==> src/rtl/shared_reg_rr_arbiter.sv <==
// Shared NBITS-wide register with a four-way round-robin write arbiter.
//
// Four requesters compete to write one shared register. Ownership is granted
// round-robin starting after the most recent owner. An owner can hold
// ownership for up to MAX_HOLD consecutive granted cycles by asserting its
// lock bit. The grant vector and the register are both registered state.
//
// Parameters:
//   NBITS     width of the shared register and of each write-data lane
//   MAX_HOLD  max consecutive granted cycles per owner under lock (>= 1)
//
// Ports:
//   clk    in   1        clock, all state updates on the rising edge
//   rst    in   1        asynchronous active-high reset
//   req    in   4        req[i]: requester i wants to write
//   lock   in   4        lock[i]: requester i wants to keep ownership
//   wdata  in   4*NBITS  write data, requester i owns bits [i*NBITS +: NBITS]
//   grant  out  4        registered one-hot (or zero) grant vector
//   q      out  NBITS    shared register contents
//   busy   out  1        high while a requester owns the register

module shared_reg_rr_arbiter #(
  parameter int unsigned NBITS    = 8,
  parameter int unsigned MAX_HOLD = 4
) (
  input  logic               clk,
  input  logic               rst,
  input  logic [3:0]         req,
  input  logic [3:0]         lock,
  input  logic [4*NBITS-1:0] wdata,
  output logic [3:0]         grant,
  output logic [NBITS-1:0]   q,
  output logic               busy
);

  // Hold counter counts 0 .. MAX_HOLD-1; keep at least one bit for MAX_HOLD=1.
  localparam int unsigned HoldW = (MAX_HOLD > 1) ? $clog2(MAX_HOLD) : 1;

  typedef enum logic [0:0] {
    StIdle,
    StOwn
  } state_e;

  state_e           state_q;
  logic [1:0]       ptr_q;       // current owner in StOwn, last owner in StIdle
  logic [HoldW-1:0] hold_cnt_q;  // extra cycles already granted under lock
  logic [3:0]       grant_q;
  logic [NBITS-1:0] q_q;

  // Split the flat write-data bus into per-requester lanes.
  logic [NBITS-1:0] wdata_lane [4];

  always_comb begin
    for (int i = 0; i < 4; i++) begin
      wdata_lane[i] = wdata[i*NBITS +: NBITS];
    end
  end

  // Only the owner's lane is ever selected, so X on other lanes cannot reach q.
  logic [NBITS-1:0] owner_wdata;
  assign owner_wdata = wdata_lane[ptr_q];

  // Round-robin scan: ptr+1, ptr+2, ptr+3, then ptr itself last, so the
  // current owner is only re-selected when nobody else is requesting.
  logic       win_valid;
  logic [1:0] win_idx;

  always_comb begin
    win_valid = 1'b0;
    win_idx   = ptr_q;
    for (int unsigned k = 1; k <= 4; k++) begin
      if (!win_valid && req[ptr_q + 2'(k)]) begin
        win_valid = 1'b1;
        win_idx   = ptr_q + 2'(k);
      end
    end
  end

  // Lock extends ownership only while the bound has not been reached.
  logic hold_ok;
  logic stay;

  assign hold_ok = (32'(hold_cnt_q) < (MAX_HOLD - 1));
  assign stay    = req[ptr_q] & lock[ptr_q] & hold_ok;

  always_ff @(posedge clk or posedge rst) begin
    if (rst) begin
      state_q    <= StIdle;
      ptr_q      <= 2'd3;
      hold_cnt_q <= '0;
      grant_q    <= '0;
      q_q        <= '0;
    end else begin
      case (state_q)
        StIdle: begin
          if (win_valid) begin
            grant_q    <= 4'b0001 << win_idx;
            ptr_q      <= win_idx;
            hold_cnt_q <= '0;
            state_q    <= StOwn;
          end else begin
            grant_q <= '0;
          end
        end
        StOwn: begin
          // The owner writes only on cycles where it still requests.
          if (req[ptr_q]) begin
            q_q <= owner_wdata;
          end
          if (stay) begin
            hold_cnt_q <= hold_cnt_q + 1'b1;
          end else if (win_valid) begin
            // Hand over in the same edge, no idle cycle between owners.
            grant_q    <= 4'b0001 << win_idx;
            ptr_q      <= win_idx;
            hold_cnt_q <= '0;
          end else begin
            grant_q    <= '0;
            hold_cnt_q <= '0;
            state_q    <= StIdle;
          end
        end
        default: begin
          grant_q    <= '0;
          hold_cnt_q <= '0;
          state_q    <= StIdle;
        end
      endcase
    end
  end

  assign grant = grant_q;
  assign q     = q_q;
  assign busy  = |grant_q;

  grant_onehot0_a : assert property (@(posedge clk) disable iff (rst) $onehot0(grant_q));

endmodule

==> config.mk <==
export PLATFORM = sky130hd
export DESIGN_NAME = shared_reg_rr_arbiter
export DESIGN_NICKNAME = d
export VERILOG_FILES = /design/src/rtl/shared_reg_rr_arbiter.sv
export SDC_FILE = /design/constraint.sdc
export NUM_CORES = 1
export LEC_CHECK = 0
export ABC_AREA = 0
export BUFFER_PORTS_ARGS = -buffer_cell sky130_fd_sc_hd__buf_4
export CORE_MARGIN = 10
export CORE_UTILIZATION = 39
export DETAILED_ROUTE_END_ITERATION = 12
export PLACE_DENSITY = 0.75
export RECOVER_POWER = 50
export SETUP_SLACK_MARGIN = 0.3
export SLEW_MARGIN = 20
export SYNTH_ARGS = -nofsm -noshare
export SYNTH_HDL_FRONTEND = slang
export SYNTH_SLANG_ARGS = --single-unit
==> constraint.sdc <==
create_clock -name clk -period 1.8 [get_ports clk]
set_input_delay 0.09 -clock clk [delete_from_list [all_inputs] [get_ports clk]]
set_output_delay 0.09 -clock clk [all_outputs]
set_load 0.01 [all_outputs]
# Word level (Yosys, flattened, before mapping)
# Cells that the tools add are included.
# classes
n_shift	1
muxes	33
n_eq_ne	2
order_cmp	6
bitwise_logic	4
n_addsub	4
reduce_logical	8
# ops
op	n
$bmux W8 S2	1
$mux W2	8
$mux W8	2
$lt A2 B3 Y1 const B	4
$mux W1	11
$bmux W1 S2	5
$mux W4	2
$pmux W2 S2	2
$pmux W4 S2	1
$add A2 B1 Y2 const B	2
$add A2 B2 Y2 const B	2
$ne A2 B2 Y1 const B	2
$reduce_or A4 Y1	1
$shl A1 B2 Y4 const A	1
$ge A3 B3 Y1 const B	1
$logic_and A1 B1 Y1	3
$logic_not A1 Y1	3
$not A2 Y3	1
$and A1 B1 Y1	2
$lt A2 B2 Y1 const B	1
$pmux W1 S2	1
$reduce_and A2 Y1	1
$not A1 Y1	1
# word_totals
wordCells	63
ff_bits	17

# Longest topological paths before layout
# Gate-level depths: netlist (run 1).
# logic_depth
depth_word	17
depth_mapped	6
mapped_depth_nobuf	4

# Worst setup path after synthesis (run 1)
# OpenSTA, ideal clock, no wires.
# synth_path
path_kind	register -> register
startpoint	register ptr_q[1]
endpoint	register ptr_q[0]
setup_ns	0.082
slack_ns	-0.037
t_arrival_ns	1.755
path_buffers	1
stages_incl_launch_ff	6
cell_sequence	dfstp_2 buf_6 mux4_2 and4b_4 nor2_1 mux2_2
# synth_between
elab_chain_cells	16
elab_cells_between_ends	33
# synth_rtl
item	line_no	text
from (decl)	45	logic [1:0] ptr_q;
from (signal assigned)	98	ptr_q <= win_idx;
from (signal assigned)	115	ptr_q <= win_idx;
$add A2 B1 Y2	72	if (!win_valid && req[ptr_q + 2'(k)]) begin
$bmux W1 S2	72	
$mux W1 (implied by the code)	72	
$mux W1	72	
$logic_not A1 Y1	72	
$logic_and A1 B1 Y1	72	
$mux W1	72	
$logic_not A1 Y1	72	
$logic_and A1 B1 Y1	72	
$mux W1	72	
$logic_not A1 Y1	72	
$logic_and A1 B1 Y1	72	
$mux W2 / $mux W1 (equally long branches)	72	
$mux W2	96, 112	
$mux W2	110	if (stay) begin
$pmux W2 S2	94	case (state_q)
# Parallel ways exist; a longest one is shown, timed or not. The select of a mux whose other input is x is not followed.
# A chain may end at the register's enable or synchronous reset.

# Final worst setup path (run 1)
# layout_path
startpoint	register ptr_q[1]
endpoint	register hold_cnt_q[0]
# layout_between
elab_chain_cells	14
elab_cells_between_ends	28
# layout_rtl
item	line_no	text
$add A2 B1 Y2	72	
$bmux W1 S2	72	
$mux W1 (implied by the code)	72	
$mux W1	72	
$logic_not A1 Y1	72	
$logic_and A1 B1 Y1	72	
$mux W1	72	
$logic_not A1 Y1	72	
$logic_and A1 B1 Y1	72	
$mux W1	72	
$logic_not A1 Y1	72	
$logic_and A1 B1 Y1	72	
$mux W1	72	
$ne A2 B2 Y1 (no line)	n/a	
to (signal assigned)	111	hold_cnt_q <= hold_cnt_q + 1'b1;
to (decl)	46	logic [HoldW-1:0] hold_cnt_q;
# Parallel ways exist; a longest one is shown, timed or not. The select of a mux whose other input is x is not followed.

==> results of run 1 <==
[where the power goes]
group          total (W)  internal (W)  leakage (nW)  switching (W)
registers       0.000681      0.000571         0.203       0.000110
logic            0.00165      0.000961         0.541       0.000685
clock network   0.000199     0.0000859        0.0150       0.000113
[critical path: stages, from the launching register on]
cell and delay, ns:
dfstp_2 0.57, mux4_2 0.53, and4b_4 0.24, buf_6 0.12
mux2_2 0.25
[through the flow]
| stage | utilization, % | power (W) | setup slack (ns) |
|---|---|---|---|
| 2_1_floorplan | - | 0.00153 | -0.0125 |
| 3_5_place_dp | 60.0 | 0.00206 | -0.0279 |
| 3_3_place_gp | 60.0 | 0.00202 | 0.0227 |
| 6_report | 65.5 | 0.00253 | -0.00964 |
| 4_1_cts | 63.4 | 0.00237 | -0.0128 |
| 5_1_grt | 65.5 | 0.00269 | -0.0643 |
[sequential cells by signal, indices dropped and copies added, names as in the netlist]
name and cells:
q 8, hold_cnt_q 2, state_q 1, ptr_q 2
grant 4
[layout make-up]
type | count | area, um^2 | area share [%]
Multi-Input combinational cell | 53 | 636 | 39.2
Timing Repair Buffer | 67 | 488 | 30.1
Sequential cell | 17 | 428 | 26.4
Tap cell | 30 | 37.5 | 2.31
Clock buffer | 4 | 26.3 | 1.62
Inverter | 2 | 7.51 | 0.463
[what timing repair did]
| action | in CTS | in global routing |
|---|---|---|
| hold buffers | 1 | 0 |
| endpoints found under the setup margin | 16 | 17 |
| endpoints found under the hold margin | 15 | 0 |
| setup buffers | 2 | 3 |
| cloned | 0 | 0 |
| resized for setup | 7 | 17 |
| pin swaps | 2 | 5 |
[logic make-up after synthesis]
family                   count (synthesis)
multiplexers                            20
AND/OR/NAND/NOR                         19
flip-flops                              17
AO/OA/AOI/OAI                           13
buffers and inverters                    6
adder cells (fa/ha/maj)                  1
[layout by cell type (no fill, tap or decap), types with 3 or more instances in the layout]
cell type / n
buf_6: 3
clkbuf_1: 12
buf_4: 50
mux2_4: 9
nand2_1: 3
nor2_1: 3
dfrtp_1: 15
o21ai_0: 3
mux4_2: 10
clkbuf_4: 4
[routing by layer]
| layer | vias to the layer above | track usage, % |
|---|---|---|
| met5 | - | 0 |
| met1 | 430 | 14.3 |
| met3 | 2 | 3.77 |
| met4 | 0 | 2.58 |
| li1 | 433 | - |
| met2 | 42 | 17.2 |
[worst max-delay path by stage]
| stage | startpoint | endpoint | slack (ns) |
|---|---|---|---|
| after detailed placement | ptr_q[0] | ptr_q[0] | -0.03 |
| after CTS | ptr_q[1] | hold_cnt_q[0] | -0.01 |
| after floorplan | ptr_q[1] | q[0] | -0.01 |
| after global placement | ptr_q[0] | ptr_q[0] | 0.02 |
| final | ptr_q[1] | hold_cnt_q[0] | -0.01 |
| after global routing | ptr_q[1] | hold_cnt_q[0] | -0.06 |
==> metrics.md, run 1 <==
| Metric | Value |
|---|---|
| Status | `complete, but fails checks` |
| Violated checks | `negative setup slack` |
| Async SR Flop Fraction | `100%` |
| Synthesized-area fraction occupied by adder cells | `around 1.2%` |
| Total number of vias | `between 900 and 1000` |
| Synth Warn # | `0` |
| Post-Route WL | `3.03 mm` |
| Largest family of logic cells by synthesized area | `multiplexers` |
| RR Startpoint | `ptr_q[1]` |
| Initial antenna violation count | `0` |
| Slew @ Worst Pin | `slightly above 0.6 ns` |
| Core box area | `approximately 2500 um^2` |
| Synthesized area | `about 1000 um^2` |
| Final Instance Count excl. Fillers | `between 150 and 200` |
| Fin crit share | `101%` |
| Maximum clock frequency | `553 MHz` |
| Setup_tns | `-0.0117 ns` |
| CP required | `1.98 ns` |
| Area growth, synth to finish | `60.7%` |
| Antenna Cells | `0` |
| Simple-Gate Fraction of Synth Area | `roughly 10%` |
| Vias in the first global route | `about 950` |
| Port Buffers | `between 50 and 60` |
| Clock sink count | `17` |
| Number of max-cap violations | `0` |
| Vias per inst | `about 5.2` |
| Final worst slack | `-0.00964 ns` |
| Overflow left after global routing | `0` |
| Layout Skew | `0.00892 ns` |
| Avg Cell Area, Syn | `between 10 and 15 um^2` |
| Worst hold path type | `in2reg` |
| Clock transition at path regs | `approximately 0.10 ns` |
| Syn_nets | `roughly 120` |
| Crit start category | `flop` |
| DR iter-0 viols | `44` |
| Htree depth | `1` |
| Met2 routed WL | `between 1 and 1.5 mm` |
| Final #Nets | `~190` |
| First-pass GRT wire length | `~4.7 mm` |
| Post-synth EDFFs | `0` |
| Number of fill cells in the layout | `roughly 190` |
| Setup violations, final | `2` |
| CP Max Fanout | `7` |
| Wl on met1 | `1.39 mm` |
| DRC viols | `0` |
| Largest net degree at the start of global routing | `18` |
| Wire per inst | `17.5 um` |
| Max Used Layer | `met4` |
| CP Class | `reg2reg` |
| Post-synthesis mux area share | `33.5%` |
| ANT nets after route | `0` |
| Worst Setup End Kind | `flop` |
| GRT Total Usage | `about 11%` |
| Leakage | `between 0.7 and 0.8 nW` |
| PwrDens | `~1600 nW/um^2` |
| Layout cells sized above 1 | `just over 60%` |
| Sequential area share after synthesis | `42.4%` |
| Post-synth top cells | `15 x dfrtp_1, 10 x mux2_2, 10 x mux4_2` |
| CTS buffer count | `3` |
| Hold path endpoint | `q[3]` |
| Critical R2R Capture | `hold_cnt_q[0]` |
| R2R Setup Slk | `-0.01 ns` |
| Top cell type's share of synthesized area | `a little under two fifths` |
| Clock buffer depth | `2` |
| Area after DPL | `between 1000 and 1500 um^2` |
| Most frequent cell after synthesis | `dfrtp_1` |
| CTS tree | `yes` |
| Arrival @ worst endpoint | `a little under 2 ns` |
| Final Hold Fails | `0` |
| RSZ-0062 raised after global routing | `true` |
| Hold Path Origin | `wdata[3]` |
| Post-DP HPWL | `~2.4 mm` |
| FP Rows | `18` |
| R2R depth | `4` |
| Primary FF master, synth | `dfrtp_1` |
| Distinct cell type count after synthesis | `25` |
| Synthesized instance count | `76` |
| Xor/xnor share of the synthesized area | `0%` |
| Compound-Gate Fraction of Synth Area | `under 10%` |
| Post-synthesis register bit count | `17` |
| DIE AREA | `5020 um^2` |
| Peak supply drop | `just under 1 mV` |
| Total iterations of the first detailed-routing run | `5` |
| Skew-Pair Late Insertion Delay | `about 0.28 ns` |
| Hold Crit Depth | `3` |
| Die Wd | `a little over 70 um` |
| Placed insts | `~160` |
| Finished Cell Area | `1620 um^2` |
| Area contributors post-synth | `dfrtp_1 37%, mux4_2 22%, mux2_2 11%, dfstp_2 5.2%, buf_6 2.2%` |
| Die Span Y | `slightly above 70 um` |
| Root buf cell | `clkbuf_4` |
| Hold_ws | `about 0.26 ns` |
| Ports | `between 50 and 60` |
| Initial Util | `around two fifths` |
| WL met3 | `235 um` |
| Final Max Slew Viols | `0` |
| Final period demand of the worst path | `1.81 ns` |
| Relative slew slack | `around three fifths` |
| Leading area contributor after synthesis | `dfrtp_1` |
| RD Place Congestion | `a little over 0.8` |
No activity file was read; power rests on OpenSTA's default activity.
==> inputs of run 2 (changes only) <==
--- a/config.mk
+++ b/config.mk
@@ -11,7 +11,6 @@
 export CORE_UTILIZATION = 39
 export DETAILED_ROUTE_END_ITERATION = 12
 export PLACE_DENSITY = 0.75
-export RECOVER_POWER = 50
 export SETUP_SLACK_MARGIN = 0.3
 export SLEW_MARGIN = 20
 export SYNTH_ARGS = -nofsm -noshare
==> run 2 against run 1 <==
Compared with the run above:
- the run still ends with negative setup slack left
- worst hold slack worse by 0.031 ns
- clock power about the same
- maximum frequency about the same
- combinational power grew 5%
- via count is 0.55% higher
- sequential power barely moved
- count of clock-buffer cells in the layout unchanged
- die area is the same
- clock skew barely moved
- register-to-register slack barely moved
- worst setup slack hardly changed
- highest routed layer unchanged
==> metrics.md, run 2 (synthesis results as in run 1) <==
| Metric | Value |
|---|---|
| Wire per inst | `approximately 17 um` |
| Final Max Slew Viols | `0` |
| Post-Route WL | `roughly 3 mm` |
| R2R depth | `4` |
| Post-DP HPWL | `2.37 mm` |
| Leakage | `about 0.80 nW` |
| Largest net degree at the start of global routing | `18` |
| GRT Total Usage | `between 10% and 20%` |
| RSZ-0062 raised after global routing | `true` |
| RD Place Congestion | `around 0.83` |
| Overflow left after global routing | `0` |
| Total number of vias | `around 910` |
| Vias per inst | `between 5 and 6` |
| CP Max Fanout | `7` |
| CP required | `between 1.5 and 2 ns` |
| Ports | `55` |
| Setup_tns | `-0.0122 ns` |
| DRC viols | `0` |
| First-pass GRT wire length | `4.69 mm` |
| Maximum clock frequency | `around 550 MHz` |
| Area growth, synth to finish | `64.8%` |
| Multi-input logic area | `about 640 um^2` |
| Total iterations of the first detailed-routing run | `4` |
| Arrival @ worst endpoint | `a little under 2 ns` |
| Critical R2R Capture | `hold_cnt_q[0]` |
| Worst hold path type | `in2reg` |
| Skew-Pair Late Insertion Delay | `0.28 ns` |
| Die Wd | `between 70 and 80 um` |
| R2R Setup Slk | `-0.01 ns` |
| Clock transition at path regs | `about 0.10 ns` |
| Initial antenna violation count | `0` |
| DR iter-0 viols | `40` |
| Final #Nets | `187` |
| Vias in the first global route | `approximately 950` |
| Hold Path Origin | `req[2]` |
| Layout Skew | `approximately 0.0085 ns` |
| Hold Crit Depth | `4` |
| RR Startpoint | `ptr_q[1]` |
| Hold_ws | `approximately 0.23 ns` |
| Core box area | `2480 um^2` |
| Number of max-cap violations | `0` |
| Root buf cell | `clkbuf_4` |
| CP Class | `reg2reg` |
| FP Rows | `18` |
| Hold path endpoint | `state_q` |
| Final Hold Fails | `0` |
| Final period demand of the worst path | `between 1.5 and 2 ns` |
| Violated checks | `negative setup slack` |
| Layout cells sized above 1 | `between 60% and 70%` |
| CTS buffer count | `3` |
| PwrDens | `~1600 nW/um^2` |
| Max FFs per register | `8` |
| ANT nets after route | `0` |
| Peak supply drop | `roughly 0.97 mV` |
| Clock sink count | `17` |
| Clock buffer depth | `2` |
| Initial Util | `40.8%` |
| Crit start category | `flop` |
| Relative slew slack | `between 50% and 60%` |
| Slew @ Worst Pin | `roughly 0.62 ns` |
| CTS tree | `yes` |
| Most common cell after layout, fill and taps aside | `buf_4` |
| Setup violations, final | `2` |
| Htree depth | `1` |
| Die Span Y | `roughly 70 um` |
| Antenna Cells | `0` |
| Sequential Area | `about 430 um^2` |
| Worst Setup End Kind | `flop` |
| DIE AREA | `5020 um^2` |
| Most frequent cells in the layout | `62 x buf_4, 15 x dfrtp_1, 10 x mux4_2, 9 x mux2_4` |
| Fin crit share | `101%` |
| Port Buffers | `54` |
| Status | `complete, but fails checks` |
| Final worst slack | `-0.00978 ns` |
| Number of fill cells in the layout | `170` |
## run 2: cell types whose count changed in the layout (fill, tap and decap cells not counted), sizes merged
| cell | previous run | this run |
|---|---|---|
| buf | 54 | 66 |
| clkbuf | 16 | 4 |
## run 2: stage by stage
| stage | power, W | util (%) | cell area, um^2 | worst slack [ns] | cells |
|---|---|---|---|---|---|
| global placement | 0.00202 | 60.0 | 1490 | 0.0227 | 163 |
| CTS | 0.00237 | 63.4 | 1570 | -0.0128 | 170 |
| finish | 0.00262 | 67.2 | 1660 | -0.00978 | 173 |
| detailed placement | 0.00206 | 60.0 | 1490 | -0.0279 | 163 |
| global route | 0.00278 | 67.2 | 1660 | -0.0643 | 173 |
| floorplan | 0.00153 | - | 1010 | -0.0125 | 76 |
## run 2: how the worst max path moves through the flow
| stage | start | endpoint | slack, ns | cells past startpoint |
|---|---|---|---|---|
| 6_report | ptr_q[1] | hold_cnt_q[0] | -0.01 | 4 |
| 5_1_grt | ptr_q[1] | hold_cnt_q[0] | -0.06 | 4 |
| 4_1_cts | ptr_q[1] | hold_cnt_q[0] | -0.01 | 4 |
| 3_5_place_dp | ptr_q[0] | ptr_q[0] | -0.03 | 4 |
| 3_3_place_gp | ptr_q[0] | ptr_q[0] | 0.02 | 4 |
| 2_1_floorplan | ptr_q[1] | q[0] | -0.01 | 4 |
## run 2: routing by layer
layer | part of all wire [%] | global-route usage (%) | vias to the layer above
met1 | 45 | 14.3 | 433
met2 | 46 | 17.2 | 46
met4 | 0.43 | 2.58 | 0
li1 | - | - | 431
met5 | 0 | 0 | -
met3 | 8.5 | 3.77 | 2
## run 2: worst max-delay path: stages, from the launching register on
cell	delay, ns
dfstp_2	0.57
mux4_2	0.53
and4b_4	0.24
buf_6	0.12
mux2_2	0.25
## run 2: cell type report
class,count,area share [%]
clock buffers,4,1.58
multi-input cells,53,38.2
well taps,30,2.26
repair buffers,67,31.8
flip-flops and latches,17,25.7
inverters,2,0.451
## run 2: timing repair
| item | CTS | global route |
|---|---|---|
| resized for setup | 7 | 17 |
| pin swaps | 2 | 5 |
| hold endpoints to repair | 15 | 0 |
| setup endpoints to repair | 16 | 17 |
| hold buffers | 1 | 0 |
| setup buffers | 2 | 3 |
## run 2: power breakdown
part	total, W	leakage, nW	switching, W	internal (W)
logic	0.00173	0.583	0.000684	0.00105
registers	0.000683	0.203	0.000112	0.000571
clock network	0.000199	0.0150	0.000113	0.0000859
total	0.00262	0.800	0.000909	0.00171
